===== config.mk =====
export PLATFORM = sky130hd
export DESIGN_NAME = reaction_timer_flat
export DESIGN_NICKNAME = d
export VERILOG_FILES = /design/src/rtl/reaction_timer_if.sv /design/src/rtl/reaction_timer.sv /design/src/flat_wrapper.sv
export SDC_FILE = /design/constraint.sdc
export NUM_CORES = 1
export LEC_CHECK = 0
export BUFFER_PORTS_ARGS = -buffer_cell sky130_fd_sc_hd__buf_2
export CELL_PAD_IN_SITES_DETAIL_PLACEMENT = 1
export CELL_PAD_IN_SITES_GLOBAL_PLACEMENT = 1
export CORE_MARGIN = 1
export CORE_UTILIZATION = 25
export DETAILED_ROUTE_END_ITERATION = 8
export PLACE_DENSITY_LB_ADDON = 0.1
export SLEW_MARGIN = 15
export SYNTH_ARGS = -nofsm -noshare
export SYNTH_HDL_FRONTEND = slang
export SYNTH_SLANG_ARGS = --single-unit
export TNS_END_PERCENT = 5

===== constraint.sdc =====
create_clock -name clk -period 6 [get_ports clk]
set_input_delay 1.2 -clock clk [delete_from_list [all_inputs] [get_ports clk]]
set_output_delay 1.2 -clock clk [all_outputs]
set_load 0.005 [all_outputs]

===== src/rtl/reaction_timer_if.sv =====
// Reaction timer I/O bundle.
// Buttons (start, stop) flow toward the timer; the go light, foul flag, four BCD
// millisecond digits (bcd0 = ones .. bcd3 = thousands) and the per-digit decoder
// enables (digen bit n drives the decoder of bcdn) flow back out.
//   master : drives buttons, observes display (board / testbench side)
//   slave  : the timer itself
interface reaction_timer_if;
  logic       start;
  logic       stop;
  logic       led;
  logic       foul;
  logic [3:0] bcd0;
  logic [3:0] bcd1;
  logic [3:0] bcd2;
  logic [3:0] bcd3;
  logic [3:0] digen;

  modport master (
    output start, stop,
    input  led, foul, bcd0, bcd1, bcd2, bcd3, digen
  );

  modport slave (
    input  start, stop,
    output led, foul, bcd0, bcd1, bcd2, bcd3, digen
  );
endinterface


===== src/rtl/reaction_timer.sv =====
// Human reaction timer.
// A start press arms a pseudo-random 1024..3071 ms wait, after which the go light
// turns on and a 4-digit BCD millisecond count runs until the stop press (or
// saturates at 9999). A stop press during the wait is a foul.
// Ports:
//   clk   : single clock, all state on rising edge
//   reset : asynchronous, active-high
//   io    : reaction_timer_if.slave (start/stop in; led, foul, bcd0..3, digen out)
// Parameters:
//   TICKDIV : clock cycles per 1 ms tick
//   SEED    : non-zero LFSR reset value
module reaction_timer #(
  parameter int unsigned TICKDIV = 50000,
  parameter logic [15:0] SEED    = 16'hACE1
) (
  input logic             clk,
  input logic             reset,
  reaction_timer_if.slave io
);

  localparam int unsigned PW = (TICKDIV > 1) ? $clog2(TICKDIV) : 1;
  localparam logic [PW-1:0] PresLast = PW'(TICKDIV - 1);

  typedef enum logic [2:0] {StIdle, StWait, StGo, StDone, StFoul} state_e;

  state_e          state_q, state_d;
  logic            start_prev_q, start_prev_d;
  logic            stop_prev_q, stop_prev_d;
  logic [PW-1:0]   pres_q, pres_d;
  logic [15:0]     lfsr_q, lfsr_d;
  logic [11:0]     delay_q, delay_d;
  logic [3:0][3:0] dig_q, dig_d;
  logic [3:0][3:0] dig_inc;
  logic            led_q, led_d;
  logic            foul_q, foul_d;
  logic [3:0]      digen_q, digen_d;

  logic start_edge, stop_edge, tick, dig_sat, entering;

  assign start_edge = io.start & ~start_prev_q;
  assign stop_edge  = io.stop & ~stop_prev_q;
  assign tick       = (pres_q == PresLast);
  assign dig_sat    = (dig_q == 16'h9999);

  // Decimal increment with ripple carry across the four digits.
  always_comb begin
    logic carry;
    dig_inc = dig_q;
    carry   = 1'b1;
    for (int i = 0; i < 4; i++) begin
      if (carry) begin
        if (dig_q[i] == 4'd9) begin
          dig_inc[i] = 4'd0;
        end else begin
          dig_inc[i] = dig_q[i] + 4'd1;
          carry      = 1'b0;
        end
      end
    end
  end

  always_comb begin
    state_d      = state_q;
    delay_d      = delay_q;
    dig_d        = dig_q;
    start_prev_d = io.start;
    stop_prev_d  = io.stop;
    // Fibonacci LFSR, taps 16,14,13,11; a non-zero seed never reaches zero.
    lfsr_d       = {lfsr_q[14:0], lfsr_q[15] ^ lfsr_q[13] ^ lfsr_q[12] ^ lfsr_q[10]};

    unique case (state_q)
      StIdle, StDone, StFoul: begin
        if (start_edge) state_d = StWait;
      end
      StWait: begin
        // Stop has priority over a tick landing in the same cycle.
        if (stop_edge) begin
          state_d = StFoul;
        end else if (tick) begin
          if (delay_q == 12'd1) state_d = StGo;
          else                  delay_d = delay_q - 12'd1;
        end
      end
      StGo: begin
        // A stop coinciding with a tick freezes the count without that tick.
        if (stop_edge) begin
          state_d = StDone;
        end else if (tick) begin
          if (dig_sat) state_d = StDone;
          else         dig_d   = dig_inc;
        end
      end
      default: state_d = StIdle;
    endcase

    if (state_d == StWait && state_q != StWait) begin
      delay_d = 12'd1024 + {1'b0, lfsr_q[10:0]};
      dig_d   = '0;
    end
    if (state_d == StFoul) dig_d = '0;

    // Prescaler restarts on WAIT/GO entry so the first tick lands TICKDIV cycles later.
    entering = (state_d != state_q) && (state_d == StWait || state_d == StGo);
    if (entering || tick) pres_d = '0;
    else                  pres_d = pres_q + PW'(1);

    // Outputs are decoded from the next state and registered.
    led_d   = (state_d == StGo);
    foul_d  = (state_d == StFoul);
    digen_d = (state_d == StWait) ? 4'b0000 : 4'b1111;
  end

  always_ff @(posedge clk or posedge reset) begin
    if (reset) begin
      state_q      <= StIdle;
      start_prev_q <= 1'b0;
      stop_prev_q  <= 1'b0;
      pres_q       <= '0;
      lfsr_q       <= SEED;
      delay_q      <= '0;
      dig_q        <= '0;
      led_q        <= 1'b0;
      foul_q       <= 1'b0;
      digen_q      <= 4'b1111;
    end else begin
      state_q      <= state_d;
      start_prev_q <= start_prev_d;
      stop_prev_q  <= stop_prev_d;
      pres_q       <= pres_d;
      lfsr_q       <= lfsr_d;
      delay_q      <= delay_d;
      dig_q        <= dig_d;
      led_q        <= led_d;
      foul_q       <= foul_d;
      digen_q      <= digen_d;
    end
  end

  assign io.led   = led_q;
  assign io.foul  = foul_q;
  assign io.digen = digen_q;
  assign io.bcd0  = dig_q[0];
  assign io.bcd1  = dig_q[1];
  assign io.bcd2  = dig_q[2];
  assign io.bcd3  = dig_q[3];

endmodule


===== src/flat_wrapper.sv =====
// flat-port wrapper written by rule: the top's interface ports become plain ports
module reaction_timer_flat 
#(
  parameter int unsigned TICKDIV = 50000,
  parameter logic [15:0] SEED    = 16'hACE1
)
  (clk, reset, io_start, io_stop, io_led, io_foul, io_bcd0, io_bcd1, io_bcd2, io_bcd3, io_digen);
  reaction_timer_if io_i ();
  input logic clk;
  input logic reset;
  input wire logic [$bits(io_i.start)-1:0] io_start;
  input wire logic [$bits(io_i.stop)-1:0] io_stop;
  output wire logic [$bits(io_i.led)-1:0] io_led;
  output wire logic [$bits(io_i.foul)-1:0] io_foul;
  output wire logic [$bits(io_i.bcd0)-1:0] io_bcd0;
  output wire logic [$bits(io_i.bcd1)-1:0] io_bcd1;
  output wire logic [$bits(io_i.bcd2)-1:0] io_bcd2;
  output wire logic [$bits(io_i.bcd3)-1:0] io_bcd3;
  output wire logic [$bits(io_i.digen)-1:0] io_digen;
  assign io_i.start = io_start;
  assign io_i.stop = io_stop;
  assign io_led = io_i.led;
  assign io_foul = io_i.foul;
  assign io_bcd0 = io_i.bcd0;
  assign io_bcd1 = io_i.bcd1;
  assign io_bcd2 = io_i.bcd2;
  assign io_bcd3 = io_i.bcd3;
  assign io_digen = io_i.digen;
  reaction_timer #(.TICKDIV(TICKDIV), .SEED(SEED)) u_core (.clk(clk), .reset(reset), .io(io_i));
endmodule

; ---- Yosys cells after proc, flatten, opt, wreduce, memory -nomap -nowiden
; Index checks and enable logic that the tools add are counted.
[classes]
n_addsub = 7
n_eq_ne = 20
n_mux = 33
bitwise = 7
reduce_logical = 18
[ops]
columns = cell, count
row1 = 2-to-1 mux 16 bit, 7
row2 = 2-to-1 mux 12 bit, 5
row3 = "== test 16 bit, second input constant", 2
row4 = 2-to-1 mux 4 bit, 8
row5 = 2-to-1 mux 3 bit, 7
row6 = "adder 16 x 1 -> 16 bit, second input constant", 1
row7 = "adder 4 x 1 -> 4 bit, second input constant", 4
row8 = "== test 4 bit, second input constant", 4
row9 = AND reduction 5 bit, 3
row10 = nonzero test 3 bit, 5
row11 = "adder 11 x 11 -> 12 bit, first input constant", 1
row12 = "== test 12 x 1 -> 1 bit, second input constant", 1
row13 = "subtractor 12 x 1 -> 12 bit, second input constant", 1
row14 = "== test 3 x 2 -> 1 bit, second input constant", 3
row15 = one-hot mux 3 bit (3 select lines), 1
row16 = AND reduction 4 bit, 2
row17 = "== test 3 x 1 -> 1 bit, second input constant", 2
row18 = "== test 3 bit, second input constant", 2
row19 = "inequality test 3 x 2 -> 1 bit, second input constant", 2
row20 = 2-to-1 mux 1 bit, 5
row21 = "inequality test 2 bit, second input constant", 2
row22 = nonzero test 2 bit, 2
row23 = logical NOT 3 bit, 1
row24 = "inequality test 3 x 1 -> 1 bit, second input constant", 1
row25 = 7 further kinds, 13
[totals]
regBits = 71
inputBits = 4
wordCells = 98

; ---- Logic depth before layout (Yosys ltp)
[depth]
ltp_word = 11
ltp_mapped = 9

; ---- Worst setup path after synthesis
; Ideal clock, no wire load.
[synth_timing]
path_kind = input to register
from = input io_stop
to = register u_core.dig_q (netlist bit u_core.io.bcd2[3])
arrival_ps = 2570
required_time_ps = 5918
path_slack_ps = 3348
stages = 6
n_path_buf = 1
cell_sequence = nand2b_1 > o41ai_1 > or3_1 > buf_2 > or4_1 > a31oi_1
[synth_between]
elab_chain_len = 7
word_cells_on_any_way = 15
cone_classes = eq/ne (4) / mux (5) / bitwise (1) / reduce/logical (5)
[synth_rtl]
columns = item, line
row1 = start: declaration, flat_wrapper.sv:12  ; input wire logic [$bits(io_i.stop)-1:0] io_stop;
row2 = AND 1 bit *, reaction_timer.sv:41  ; assign stop_edge = io.stop & ~stop_prev_q;
row3 = "2-to-1 mux 3 bit, on equally long branches", "reaction_timer.sv:86, reaction_timer.sv:77"
row4 = one-hot mux 3 bit (3 select lines), reaction_timer.sv:71  ; unique case (state_q)
row5 = == test 3 x 1 -> 1 bit, reaction_timer.sv:96  ; if (state_d == StWait && state_q != StWait) begin
row6 = logical AND 1 bit, reaction_timer.sv:96
row7 = inequality test 3 x 2 -> 1 bit (no line) (tied with other cells), n/a
row8 = AND reduction 5 bit (no line) or 2-to-1 mux 16 bit (tied branches), n/a
row9 = end signal: assignment, reaction_timer.sv:132  ; dig_q <= dig_d;
row10 = end: declaration, reaction_timer.sv:32  ; logic [3:0][3:0] dig_q, dig_d;
; Mark *: on every way between the ends. The rest lies on a longest branch, timed or not.
; A chain may end at the register's enable or synchronous reset.

; ---- Worst setup path in the final report
[layout_timing]
from = register u_core.dig_q (netlist bit u_core.io.bcd0[1])
to = register u_core.delay_q[0]
[layout_between]
elab_chain_len = 9
word_cells_on_any_way = 13
cone_classes = eq/ne (4) / mux (5) / reduce/logical (4)
[layout_rtl]
columns = item, line
row1 = == test 16 bit *, reaction_timer.sv:43  ; assign dig_sat = (dig_q == 16'h9999);
row2 = 2-to-1 mux 3 bit *, reaction_timer.sv:89  ; if (dig_sat) state_d = StDone;
row3 = 2-to-1 mux 3 bit *, reaction_timer.sv:88  ; end else if (tick) begin
row4 = 2-to-1 mux 3 bit *, reaction_timer.sv:86  ; if (stop_edge) begin
row5 = one-hot mux 3 bit (3 select lines) *, reaction_timer.sv:71
row6 = == test 3 x 1 -> 1 bit *, reaction_timer.sv:96
row7 = logical AND 1 bit *, reaction_timer.sv:96
row8 = inequality test 2 bit (no line) or nonzero test 2 bit (tied branches), n/a
row9 = AND reduction 4 bit (no line), n/a
row10 = end signal: assignment, reaction_timer.sv:131  ; delay_q <= delay_d;
row11 = end: declaration, reaction_timer.sv:31  ; logic [11:0] delay_q, delay_d;
; Marks and branches as above.

==> results by stage <==
Logic synthesis:
- The biggest area contributor in the post-synthesis netlist is sky130_fd_sc_hd__dfrtp_1.
- Synthesis instantiated between 60 and 70 different standard cells from the library.
- The sequential-to-total area share from yosys stat is 0.4935.
- The commonest cells after synthesis are sky130_fd_sc_hd__dfrtp_1 (59), sky130_fd_sc_hd__nor2_1 (35), sky130_fd_sc_hd__xnor2_1 (18).
- Each instance of the synthesized netlist takes up on average ~10 sq um.
- The library cell with the highest instance count after synthesis is sky130_fd_sc_hd__dfrtp_1.
- The async set or reset register ratio after synthesis is 1.000.
- After synthesis, the cell types taking the most area are sky130_fd_sc_hd__dfrtp_1 (43%), sky130_fd_sc_hd__dfstp_2 (6.8%), sky130_fd_sc_hd__xnor2_1 (4.5%), sky130_fd_sc_hd__ha_1 (4.0%), sky130_fd_sc_hd__nor2_1 (3.8%).
- For this run, the leading register cell type out of synthesis is sky130_fd_sc_hd__dfrtp_1.
- The post-synthesis cell area is 0.003471 sq mm.
- Of the post-synthesis cell area, the dominant cell type holds 0.4254.
- The number of synthesis warnings is 0.
- The post-synthesis cell count is 333.
- Counting flops with a built-in enable in the synthesized netlist gives 0.
- Synthesis inferred 68 register bits.
- Counting every net in the synthesized netlist gives 348.

Placed design:
- In this run, placement finished with an instance count of roughly 520.
- After legalization and detailed placement, the total HPWL measured between 6000 and 7000 um.
- Input and output buffers added on the ports amount to 25.
- Routability-driven placement finished with a final weighted congestion of 0.7787.

CTS:
- The count of hold buffers inserted by post-cts repair is 0.
- The number of clock buffers added by TritonCTS is 9.
- The H-tree depth is 3.
- In this run, post-CTS repair resized a total of 0 instances.
- The clock latency of the later-clocked register in the worst-skew pair is 0.34 ns.
- The clock transition at the register clock pins on the worst setup and hold paths after CTS is roughly 0.05 ns.
- The number of sinks driven by the clock tree is between 60 and 70.
- The worst-case clock buffer depth is 2.
- In this run the clock root is driven by a sky130_fd_sc_hd__clkbuf_16.
- TritonCTS built the clock tree.
- The post-CTS setup-driven buffer insertion count is 0.

Route:
- The pre-antenna-repair detailed-routing pass consisted of 4 iterations.
- The detail route stage leaves a number of antenna-violating nets equal to 0.
- Dividing the detail-routed via count by the number of cells gives 4.857.
- The overall via count from detail_route is 2,618.
- The final wirelength is 8636 um.
- In the final routed layout, each cell accounts on average for 16.02 um.
- For this run, design rule violations remaining after detail routing come to 0.
- The number of DRC violations after detailed-routing iteration 0 is 112.

Worst setup path:
- The kind of critical path is reg2reg.
- The kind of start point of the critical path is a register.
- The endpoint type of the worst setup path is a register.
- The worst path arrival time is between 3 and 4 ns.
- STA puts the critical path data required time at 6.22 ns.
- In this run the worst path has a maximum fanout of 14.

Timing:
- The worst path needs ~3.2 ns of the cycle, external delays included.
- Setup violations remaining at the end of the flow were counted as 0.
- Setup repair after global routing left no endpoint under its margin.
- In the finished design, the share of the clock period the worst path needs comes to 0.5302.
- For this run, the top clock speed supported by timing is 314.3 MHz.
- For the final database, setup skew stands at 0.006660 ns.
- Headroom to the max-slew limit came out at 0.3306.
- In the final timing run, aggregate negative setup slack is 0 ns.
- The number of hold violations in the final report came to 0.
- The count of final max-slew check failures came to 0.
- For the pin with the worst max-slew slack, the measured transition is between 0.9 and 1 ns.

Global route:
- The number of global-route vias before repair was 2,779.
- The initial antenna violation count came to 0.
- The largest net degree at the start of global routing is 51.
- The global-route wire length before repair is about 15,000 um.
- For this run, the total global-route usage over all layers was measured as 0.1338.
- Global routing finished with a remaining overflow of 0.

Floorplanning:
- The initial utilization of the core area, before any placement, comes to 0.2590.
- The I/O pin count is 26.
- The height of the chip is 119.8 um.
- From left edge to right edge, the die measures 119.8 um.
- The initialized floorplan defines 42 standard-cell rows.
- After floorplanning, the core was sized to cover 0.01340 sq mm.
- The floorplan step defined a die boundary enclosing 0.01436 sq mm.

Power:
- The power per unit of standard cell area is roughly 310 mW/mm^2.
- In this run the static leakage power is 1.722 nW.
- VDD sags by at most around 0.13 mV.

Hold path:
- The class of the most critical hold timing path is reg2reg.

Final layout:
- The ratio of cells with drive above 1 in the final layout is 0.1928.
- The synthesis-to-layout area growth is 15.75%.
- The total inserted antenna cells is 0.
- After the flow finishes, the layout carries non-filler instances totaling 539.
- For this run, the post-layout net count is 373.

Run:
- Max-cap violations in this run came to 0.

Outcome:
- The run finished with clean final reports.
-- metal layers --
layer,wire length (um),part of all wire,track usage
met3,299,0.035,0.04420
met2,4111,0.48,0.2121
met1,4107,0.48,0.1704
met4,117,0.014,0.04453
met5,0,0,0
-- final cells by class --
| type | count | area (sq um) |
|---|---|---|
| clock inverters | 3 | 15.01 |
| repair buffers | 27 | 140.1 |
| inverters | 17 | 63.81 |
| multi-input cells | 235 | 1625 |
| flip-flops and latches | 68 | 1713 |
| fillers | 1541 | 9383 |
| clock buffers | 13 | 240.2 |
| well taps | 176 | 220.2 |
-- power by group --
group / leakage [nW] / total (W) / internal, W / switching [W]
clock network: 0.127 / 0.000468 / 0.000278 / 0.000191
registers: 0.897 / 0.000538 / 0.000501 / 0.0000364
logic: 0.698 / 0.000239 / 0.0000830 / 0.000156
-- cell families after synthesis --
kind of cell	share of synthesized area
compound gates	0.1197
xor+xnor	0.05299
fa+ha+maj	0.03965
buf+inv	0.03821
flops	0.4935
mux	0.01802
simple gates	0.2379
-- worst max-delay path: stages (launching register included) --
cell and delay (ns):
sky130_fd_sc_hd__dfrtp_1 0.43, sky130_fd_sc_hd__inv_1 0.08, sky130_fd_sc_hd__ha_1 0.19, sky130_fd_sc_hd__nand3b_1 0.21, sky130_fd_sc_hd__o41a_1 0.51, sky130_fd_sc_hd__o31a_1 0.40
sky130_fd_sc_hd__nor3_2 0.83, sky130_fd_sc_hd__mux2_2 0.42
-- registers in the layout, summed over array words and instances (netlist names), 3 cells and up --
| name | count |
|---|---|
| u_core.io.bcd1 | 4 |
| u_core.state_q | 3 |
| u_core.pres_q | 16 |
| u_core.io.bcd3 | 4 |
| u_core.io.bcd0 | 4 |
| u_core.io.bcd2 | 4 |
| u_core.delay_q | 12 |
| u_core.lfsr_q | 16 |
-- layout by cell type, fill, tap and decap left out, drive strengths merged, types with 13 or more instances in the layout --
master	netlist	layout
nand4	14	14
dfrtp	59	59
nand3	13	13
o21ai	14	14
nand2	17	17
clkbuf	3	13
nor2	36	36
xnor2	18	18
inv	17	17
buf	10	27
-- path summary, 6_finish.rpt --
kind	from	end	slack (ns)	depth (start not counted)
min	u_core.lfsr_q[14]$_DFF_PP0_	u_core.lfsr_q[15]$_DFF_PP1_	0.35	0
min reg2reg	u_core.lfsr_q[14]$_DFF_PP0_	u_core.lfsr_q[15]$_DFF_PP1_	0.35	0
min in group asynchronous	reset	u_core.lfsr_q[14]$_DFF_PP0_	0.84	2
max reg2reg	u_core.io.bcd0[1]$_DFFE_PP0P_	u_core.delay_q[0]$_DFFE_PP0P_	2.82	7
max in group asynchronous	reset	u_core.io.foul$_DFF_PP0_	4.14	3
max	u_core.io.bcd0[1]$_DFFE_PP0P_	u_core.delay_q[0]$_DFFE_PP0P_	2.82	7
-- stage by stage --
step / total power (W) / cell area, sq um / hold WS [ns] / util / setup slack, ns
after global placement: 0.0007876 / 3762 / 0.3346 / 0.2808 / 2.488
after CTS: 0.001272 / 4018 / 0.3506 / 0.2998 / 2.758
after global routing: 0.001318 / 4018 / 0.3577 / 0.2998 / 2.538
after detailed placement: 0.0007918 / 3762 / 0.3379 / 0.2808 / 2.444
after floorplan: 0.0007185 / 3471 / 0.3330 / - / 3.103
final: 0.001245 / 4018 / 0.3471 / 0.2998 / 2.819
Power figures use the tool's default switching activity.
